File: src/rtl/afu_cmd_credit_arbiter.sv
// afu_cmd_credit_arbiter
//   Credit-gated, fixed-priority command arbiter between the AFU command
//   buffers (0=WED 1=PF_WRITE 2=WRITE 3=PF_READ 4=READ) and the PSL command
//   issue stage. Requesters 1 and 2 draw on the write pool and the rest draw on
//   the read pool. A requester that has waited STARVE_LIMIT eligible cycles is
//   boosted ahead of the fixed order until it is granted.
// Ports
//   clock_i, reset_i          clock, synchronous active-high reset
//   req_valid_i/payload_i     per-requester command (payload i at [i*PAYLOAD_W +: PAYLOAD_W])
//   req_ready_o               one-hot grant, combinational, same cycle as selection
//   out_valid_o/ready_i       registered command toward PSL issue
//   out_payload_o/src_o       granted payload and requester index
//   out_is_write_o            granted command consumed a write credit
//   rsp_read/write_credit_i   one-credit return pulses
//   read/write_credits_o      credits available per pool
//   credit_error_o            sticky: a credit came back to a full pool
//   idle_o                    both pools full and nothing presented
module afu_cmd_credit_arbiter #(
  parameter int unsigned CREDITS_READ  = 32,
  parameter int unsigned CREDITS_WRITE = 32,
  parameter int unsigned PAYLOAD_W     = 128,
  parameter int unsigned STARVE_LIMIT  = 16,
  parameter int unsigned NUM_REQ       = 5,
  localparam int unsigned RD_W         = $clog2(CREDITS_READ + 1),
  localparam int unsigned WR_W         = $clog2(CREDITS_WRITE + 1)
) (
  input  logic                         clock_i,
  input  logic                         reset_i,
  input  logic [NUM_REQ-1:0]           req_valid_i,
  input  logic [NUM_REQ*PAYLOAD_W-1:0] req_payload_i,
  output logic [NUM_REQ-1:0]           req_ready_o,
  output logic                         out_valid_o,
  input  logic                         out_ready_i,
  output logic [PAYLOAD_W-1:0]         out_payload_o,
  output logic [2:0]                   out_src_o,
  output logic                         out_is_write_o,
  input  logic                         rsp_read_credit_i,
  input  logic                         rsp_write_credit_i,
  output logic [RD_W-1:0]              read_credits_o,
  output logic [WR_W-1:0]              write_credits_o,
  output logic                         credit_error_o,
  output logic                         idle_o
);

  localparam int unsigned AGE_W = $clog2(STARVE_LIMIT + 1);
  // Write-class requesters: PF_WRITE (1) and WRITE (2)
  localparam logic [NUM_REQ-1:0] WR_MASK = NUM_REQ'(6);

  logic [RD_W-1:0]      rd_q, rd_d;
  logic [WR_W-1:0]      wr_q, wr_d;
  logic                 err_q, err_d;
  logic                 idle_q, idle_d;
  logic                 out_valid_q, out_valid_d;
  logic [PAYLOAD_W-1:0] out_payload_q, out_payload_d;
  logic [2:0]           out_src_q, out_src_d;
  logic                 out_is_write_q, out_is_write_d;
  logic [AGE_W-1:0]     age_q [NUM_REQ];
  logic [AGE_W-1:0]     age_d [NUM_REQ];
  logic [NUM_REQ-1:0]   boost_q, boost_d;

  logic [NUM_REQ-1:0]   eligible;
  logic                 slot_free;
  logic                 found;
  logic                 grant_any;
  logic [2:0]           sel_idx;
  logic                 sel_wr;
  logic [PAYLOAD_W-1:0] sel_payload;
  logic [RD_W:0]        rd_sum;
  logic [WR_W:0]        wr_sum;
  logic                 rd_ovf, wr_ovf;

  // Selection: boosted eligible requester first, otherwise lowest eligible index
  always_comb begin
    eligible    = '0;
    found       = 1'b0;
    sel_idx     = '0;
    sel_wr      = 1'b0;
    sel_payload = '0;
    req_ready_o = '0;
    for (int i = 0; i < NUM_REQ; i++) begin
      eligible[i] = req_valid_i[i] && (WR_MASK[i] ? (wr_q != '0) : (rd_q != '0));
    end
    slot_free = !out_valid_q || out_ready_i;
    for (int i = 0; i < NUM_REQ; i++) begin
      if (!found && eligible[i] && boost_q[i]) begin
        found   = 1'b1;
        sel_idx = 3'(i);
      end
    end
    for (int i = 0; i < NUM_REQ; i++) begin
      if (!found && eligible[i]) begin
        found   = 1'b1;
        sel_idx = 3'(i);
      end
    end
    grant_any = found && slot_free && !reset_i;
    for (int i = 0; i < NUM_REQ; i++) begin
      if (sel_idx == 3'(i)) begin
        sel_payload = req_payload_i[i*PAYLOAD_W +: PAYLOAD_W];
        sel_wr      = WR_MASK[i];
      end
      req_ready_o[i] = grant_any && (sel_idx == 3'(i));
    end
  end

  // Credit pools: debit on grant, credit on return, saturate and flag at full
  always_comb begin
    rd_sum = {1'b0, rd_q} + (RD_W+1)'(rsp_read_credit_i) - (RD_W+1)'(grant_any && !sel_wr);
    wr_sum = {1'b0, wr_q} + (WR_W+1)'(rsp_write_credit_i) - (WR_W+1)'(grant_any && sel_wr);
    rd_ovf = rd_sum > (RD_W+1)'(CREDITS_READ);
    wr_ovf = wr_sum > (WR_W+1)'(CREDITS_WRITE);
    rd_d   = rd_ovf ? RD_W'(CREDITS_READ) : rd_sum[RD_W-1:0];
    wr_d   = wr_ovf ? WR_W'(CREDITS_WRITE) : wr_sum[WR_W-1:0];
    err_d  = err_q || rd_ovf || wr_ovf;
  end

  // Starvation aging: count eligible-but-not-granted cycles, boost at the limit
  always_comb begin
    boost_d = boost_q;
    for (int i = 0; i < NUM_REQ; i++) begin
      age_d[i] = age_q[i];
      if (req_ready_o[i] || !req_valid_i[i]) begin
        age_d[i] = '0;
      end else if (eligible[i] && (age_q[i] != AGE_W'(STARVE_LIMIT))) begin
        age_d[i] = AGE_W'(age_q[i] + 1'b1);
      end
      if (age_d[i] == AGE_W'(STARVE_LIMIT)) begin
        boost_d[i] = 1'b1;
      end
      if (req_ready_o[i]) begin
        boost_d[i] = 1'b0;
      end
    end
  end

  // Output stage: load on grant, drop on acceptance, hold while stalled
  always_comb begin
    out_valid_d    = out_valid_q;
    out_payload_d  = out_payload_q;
    out_src_d      = out_src_q;
    out_is_write_d = out_is_write_q;
    if (grant_any) begin
      out_valid_d    = 1'b1;
      out_payload_d  = sel_payload;
      out_src_d      = sel_idx;
      out_is_write_d = sel_wr;
    end else if (out_ready_i) begin
      out_valid_d    = 1'b0;
    end
    idle_d = (rd_d == RD_W'(CREDITS_READ)) && (wr_d == WR_W'(CREDITS_WRITE)) && !out_valid_d;
  end

  always_ff @(posedge clock_i) begin
    if (reset_i) begin
      rd_q           <= RD_W'(CREDITS_READ);
      wr_q           <= WR_W'(CREDITS_WRITE);
      err_q          <= 1'b0;
      idle_q         <= 1'b1;
      out_valid_q    <= 1'b0;
      out_payload_q  <= '0;
      out_src_q      <= '0;
      out_is_write_q <= 1'b0;
      boost_q        <= '0;
      for (int i = 0; i < NUM_REQ; i++) begin
        age_q[i] <= '0;
      end
    end else begin
      rd_q           <= rd_d;
      wr_q           <= wr_d;
      err_q          <= err_d;
      idle_q         <= idle_d;
      out_valid_q    <= out_valid_d;
      out_payload_q  <= out_payload_d;
      out_src_q      <= out_src_d;
      out_is_write_q <= out_is_write_d;
      boost_q        <= boost_d;
      for (int i = 0; i < NUM_REQ; i++) begin
        age_q[i] <= age_d[i];
      end
    end
  end

  assign out_valid_o     = out_valid_q;
  assign out_payload_o   = out_payload_q;
  assign out_src_o       = out_src_q;
  assign out_is_write_o  = out_is_write_q;
  assign read_credits_o  = rd_q;
  assign write_credits_o = wr_q;
  assign credit_error_o  = err_q;
  assign idle_o          = idle_q;

endmodule
File: config.mk
export PLATFORM = sky130hd
export DESIGN_NAME = afu_cmd_credit_arbiter
export DESIGN_NICKNAME = d
export VERILOG_FILES = /design/src/rtl/afu_cmd_credit_arbiter.sv
export SDC_FILE = /design/constraint.sdc
export NUM_CORES = 1
export LEC_CHECK = 0
export CAP_MARGIN = 30
export CORE_AREA = 4 4 309 311
export DETAILED_ROUTE_END_ITERATION = 6
export DIE_AREA = 0 0 313 315
export PLACE_DENSITY = 0.35
export SYNTH_ARGS = -nofsm -noshare
export SYNTH_HDL_FRONTEND = slang
export SYNTH_SLANG_ARGS = --single-unit
File: constraint.sdc
create_clock -name clock_i -period 6.6 [get_ports clock_i]
set_input_delay 0.66 -clock clock_i [delete_from_list [all_inputs] [get_ports clock_i]]
set_output_delay 0.66 -clock clock_i [all_outputs]
set_load 0.005 [all_outputs]
# After elaboration in Yosys (flattened, before gate mapping)
# Memories as Yosys holds them, arrays and structs flattened.
# Cells that the tools add are included.
# totals
ram_bits,25
n_memories,1
word_cells,165
regBits,152
output_inout_bits,152
input_bits,650
# memory_table
name,depth,word_bits,rd,rd_ports_with_merged_regs,wr,line,rtl
age_q,5,5,5,0,5,57,logic [AGE_W-1:0] age_q [NUM_REQ];
# classes
n_reduce_logical,69
n_bitwise,5
n_eq_ne,16
n_addsub,9
n_lt_le_gt_ge,2
muxes,50
# op_table
cell,n
128-bit two-way mux,5
5-bit two-way mux,15
1-bit logical AND,35
"5-bit by 1-bit adder with 5-bit output, second input constant",5
"5-bit equality test, second input constant",5
"5-bit inequality test, second input constant",5
3-bit two-way mux,8
1-bit two-way mux,20
1-bit logical NOT,18
6-bit by 1-bit adder with 7-bit output,2
"7-bit by 6-bit greater-than comparator with 1-bit output, second input constant",2
7-bit by 1-bit subtractor with 7-bit output,2
"6-bit equality test, second input constant",2
6-bit two-way mux,2
6-bit nonzero test,2
2-bit OR reduction,5
1-bit logical OR,8
"3-bit by 2-bit equality test with 1-bit output, second input constant",2
1-bit OR,5
"3-bit by 1-bit equality test with 1-bit output, second input constant",1
"3-bit equality test, second input constant",1
3-bit logical NOT,1

# Longest topological paths before layout
# logic_depth
ltp_word,48
depth_mapped,21
ltp_nobuf,19

# Worst setup path before layout
# Ideal clock, no wire load.
# synth_timing
path_type,input to register
from,input port req_valid_i[4]
to,"register wr_q[0], in the netlist write_credits_o[0]"
cell_stages,19
required_time_ns,6.535
setup_slack_ns,2.498
n_path_buf,2
setup_time_ns,0.065
arrival_ns,4.037
cell_sequence,buf_2 -> a221oi_1 -> o22ai_1 -> a21oi_2 -> nor2_2 -> buf_2 -> a21oi_1 -> and2_1 -> ha_1 -> inv_1 -> ha_1 -> inv_1 -> fa_1 -> nor2b_1 -> o221ai_1 -> a21bo_2 -> a31oi_1 -> or3_1 -> nor2_1
# synth_between
elab_chain_len,28
word_cells_on_any_way,39
classes_between,1 x add/sub; 1 x order compare; 4 x eq/ne; 17 x mux; 16 x reduce/logical
# synth_lines
element,line,rtl
"start, declared",29,"input logic [NUM_REQ-1:0] req_valid_i,"
1-bit logical AND *,81,eligible[i] = req_valid_i[i] && (WR_MASK[i] ? (wr_q != '0) : (rd_q != '0));
1-bit logical AND (2 in a row),85,if (!found && eligible[i] && boost_q[i]) begin
1-bit two-way mux,85,
1-bit logical NOT,91,if (!found && eligible[i]) begin
1-bit logical AND,91,
1-bit two-way mux,91,
1-bit logical NOT,91,
1-bit logical AND,91,
(+8 left out),-,
1-bit logical AND,91,
3-bit two-way mux,91,
3-bit by 1-bit equality test with 1-bit output,98,if (sel_idx == 3'(i)) begin
1-bit two-way mux (4 in a row),98,
1-bit logical AND *,109,"wr_sum = {1'b0, wr_q} + (WR_W+1)'(rsp_write_credit_i) - (WR_W+1)'(grant_any && sel_wr);"
7-bit by 1-bit subtractor with 7-bit output *,109,
7-bit by 6-bit greater-than comparator with 1-bit output,111,wr_ovf = wr_sum > (WR_W+1)'(CREDITS_WRITE);
6-bit two-way mux *,113,wr_d = wr_ovf ? WR_W'(CREDITS_WRITE) : wr_sum[WR_W-1:0];
"end signal, assigned",156,wr_q <= WR_W'(CREDITS_WRITE);
"end signal, assigned",169,wr_q <= wr_d;
"end, declared",50,"logic [WR_W-1:0] wr_q, wr_d;"
# Every way passes the cells marked *; elsewhere a longest branch is shown, timed or not.
# A chain may end at the register's enable or synchronous reset.

# Worst setup path after layout
# layout_timing
from,"register rd_q[5], in the netlist read_credits_o[5]"
to,"register wr_q[3], in the netlist write_credits_o[3]"
# layout_between
elab_chain_len,44
word_cells_on_any_way,60
classes_between,1 x add/sub; 1 x order compare; 4 x eq/ne; 24 x mux; 30 x reduce/logical
# layout_lines
element,line,rtl
"start, declared",49,"logic [RD_W-1:0] rd_q, rd_d;"
"start signal, assigned",155,rd_q <= RD_W'(CREDITS_READ);
"start signal, assigned",168,rd_q <= rd_d;
6-bit nonzero test *,81,
1-bit logical AND,81,
1-bit logical AND,85,
1-bit two-way mux,85,
1-bit logical NOT,85,
1-bit logical AND (2 in a row),85,
1-bit two-way mux,85,
1-bit logical NOT,85,
(+24 left out),-,
1-bit logical AND,91,
3-bit two-way mux,91,
3-bit by 1-bit equality test with 1-bit output,98,
1-bit two-way mux (4 in a row),98,
1-bit logical AND *,109,
7-bit by 1-bit subtractor with 7-bit output *,109,
7-bit by 6-bit greater-than comparator with 1-bit output,111,
6-bit two-way mux *,113,
# Marks and branches as above.

==> summary.md <==
| Metric | Value |
|---|---|
| Via Count | around 13,000 |
| Syn Area/Cell | around 9.3 um^2 |
| Mux cell area share after synthesis | between 10% and 20% |
| Xor and xnor area share after synthesis | approximately 2.4% |
| Clock slew at reported path FFs | around 90 ps |
| IO Pins | ~800 |
| Worst path arrival time | around 5300 ps |
| DRT Pass-1 Iters | 7 |
| Synth Area in Simple Gates | between 10% and 20% |
| DRT iter0 DRCs | roughly 1,400 |
| I/O Buffers | 801 |
| Synth top area share | roughly 34% |
| Pleak | approximately 7.3 nW |
| Fin. Hold Viols | 0 |
| H-tree levels | 4 |
| Wire per inst | roughly 24 um |
| Synth Flop Type | dfxtp_1 |
| Cell taking the most area after synthesis | dfxtp_1 |
| Fillers | just over 10,000 |
| Critical Path Start Type | register |
| Main combinational cell family by area after synthesis | compound AO/OA/AOI/OAI gates |
| Layout Skew | between 15 and 20 ps |
| First-pass GRT wire length | between 100,000 and 150,000 um |
| NumNets Final | about 2,500 |
| Hold Startpoint | out_payload_o[97] |
| Core Area | 92,800 um^2 |
| Max_slew headroom | around 38% |
| Die width | about 310 um |
| Slew Viols, Final | 0 |
| Crit share post-route | around 73% |
| Outcome | finished with violations |
| Post-synth EDFFs | 0 |
| Std cell rows | around 110 |
| Chip Height | ~320 um |
| GR Overflow Total | 0 |
| Most frequent cells in the layout | clkdlybuf4s50_1, dfxtp_1, nand2_1, mux2i_1, o211ai_1 |
| Failing checks | DRC |
| Compound-cell area share of the yosys netlist | approximately 27% |
| Max-Cap Viols | 0 |
| Largest cells by area after synthesis | dfxtp_1, mux2i_1, a222oi_1 |
| Worst vdd ir | 0.204 mV |
| Seq cells post-synth | ~180 |
| Worst Hold Class | reg -> reg |
| Initial core utilization | around 11% |
| CP max FO | 15 |
| FF-to-FF setup slack | between 1500 and 2000 ps |
| Crit Reg-Reg Endpoint | write_credits_o[3] |
| RSZ-0062 raised after global routing | false |
| Layout area overhead | 94.8% |
| Fraction of layout cells with a size suffix above 1 | 3.88% |
| Post-Syn Nets | 1,806 |
| DP HPWL | approximately 59,000 um |
| Area of the multi-input gates | between 6000 and 7000 um^2 |
| Slew @ Worst Pin | between 900 and 1000 ps |
| Tot Pwr | approximately 5.3 mW |
| Clock tree buffer depth | 2 |
| Gpl congestion | about 0.86 |
| Max Clock Freq | 0.206 GHz |
| Cell count after synthesis | 1,126 |
| Die ar. | 98,600 um^2 |
| Reg2reg path depth | 18 |
| Yosys warns | 0 |
| Post_cts resized | 0 |
| Critical Path RT | approximately 7000 ps |
| Worst r2r src | read_credits_o[5] |
| Post-DRT Antenna Nets | 0 |
| Hold Path Cell Cnt | 2 |
| Period minus WS final | 4840 ps |
| GR Util All Layers | 14.3% |
| CTS tree | yes |
| Worst-Skew Late Latency | just over 500 ps |
| Routed wire length | between 70,000 and 80,000 um |
| Hold_buf cts | 0 |
| Post-synth cell types | 66 |
| Residual DRC count | 9 |
| CP endpoint kind | register |
| Reg area | between 3000 and 4000 um^2 |
| TritonCTS buffer count | 17 |
| Largest net degree at the start of global routing | 74 |
| Most common cell after layout, fill and taps aside | clkdlybuf4s50_1 |
| Post-CTS Setup Inserts | 0 |
| Power Density | approximately 260 nW/um^2 |
| Initial antenna violation count | 27 |
| WHS Endpoint | out_payload_o[97] |
| Adder-Cell Fraction of Synth Area | 3.74% |
| Number of global-route vias before repair | about 13,000 |
| Final setup viols | 0 |
| Vias per inst | roughly 4 |
| Cell area after synthesis | about 10,000 um^2 |
| Register area share after synthesis | 34.0% |
| Clock root buffer | clkbuf_16 |
| Kind of critical path | reg -> reg |
| Async SR Flop Fraction | 0% |
| CTS Sinks | about 180 |
| Setup TNS after final layout | 0 ps |
## power by group
part	switching, mW	internal [mW]	total, mW
registers	0.191	1.36	1.55
logic	1.23	1.42	2.65
clock network	0.602	0.541	1.14
total	2.02	3.32	5.34
## synthesized netlist by cell type, drive strengths merged (13+ instances only)
master,number
ha,28
dfxtp,177
xnor2,15
a222oi,128
buf,60
xor2,13
o211ai,130
inv,39
nand2,151
nor2,48
mux2i,135
clkbuf,38
a21oi,13
nand3,17
## area by class of cell
| type | count | area share, % |
|---|---|---|
| Antenna cell | 18 | 0.222 |
| Clock buffer | 17 | 2.09 |
| Clock inverter | 15 | 0.862 |
| Inverter | 39 | 0.720 |
| Multi-Input combinational cell | 812 | 30.6 |
| Sequential cell | 177 | 17.4 |
| Tap cell | 1254 | 7.72 |
| Timing Repair Buffer | 821 | 40.3 |
## how the worst max path moves through the flow
stage                                 start                  to  slack [ps]  cells past startpoint
final                     read_credits_o[5]  write_credits_o[3]        1760                     18
after global routing      read_credits_o[5]  write_credits_o[4]        1320                     18
after floorplan              req_valid_i[4]  write_credits_o[0]        2500                     19
after global placement       req_valid_i[3]  write_credits_o[4]        1540                     18
after CTS                 read_credits_o[5]  write_credits_o[3]        1720                     18
after detailed placement     req_valid_i[3]  write_credits_o[3]        1550                     18
## metal layers
layer	vias up	GRT usage [%]	wire (um)	share of wire (%)
met2	669	24.0	36900	49
li1	5961	-	-	-
met3	67	5.17	7170	9.6
met1	6177	16.7	29400	39
met4	8	5.00	1540	2.1
met5	-	0	45	0.060
## critical path, cell delays in order, from the launching register on
cell and delay [ps]:
dfxtp_1 340, inv_1 110, ha_1 200, nand4bb_1 610, a22oi_1 420, a2bb2oi_1 470
a21oi_1 190, and2_1 200, ha_1 260, inv_1 60, ha_1 150, inv_1 60
fa_1 430, nor2b_1 160, o221ai_1 190, a21bo_2 250, a31oi_1 120, or3_1 450
nor2_1 120
## cells by family after synthesis
kind of cell,Yosys count
AO/OA/AOI/OAI,334
XOR/XNOR,28
adder cells (fa/ha/maj),30
buffers and inverters,137
flip-flops,177
multiplexers,135
AND/OR/NAND/NOR,285
## through the flow
| stage | area [um^2] | utilization (%) | instances | worst slack (ps) | hold slack [ps] |
|---|---|---|---|---|---|
| 2_1_floorplan | 10400 | - | 1126 | 2500 | 466 |
| 3_3_place_gp | 19700 | 21.2 | 3103 | 1540 | 480 |
| 3_5_place_dp | 19700 | 21.2 | 3103 | 1550 | 488 |
| 4_1_cts | 20300 | 21.9 | 3135 | 1720 | 507 |
| 5_1_grt | 20300 | 21.9 | 3145 | 1320 | 528 |
| 6_report | 20300 | 21.9 | 3153 | 1760 | 503 |
## state kept, by name (all words and copies together) (netlist names)
signal	flops
age_q	25
boost_q	5
credit_error_o	1
idle_o	1
out_is_write_o	1
out_payload_o	128
out_src_o	3
out_valid_o	1
read_credits_o	6
write_credits_o	6
Power figures use the tool's default switching activity.
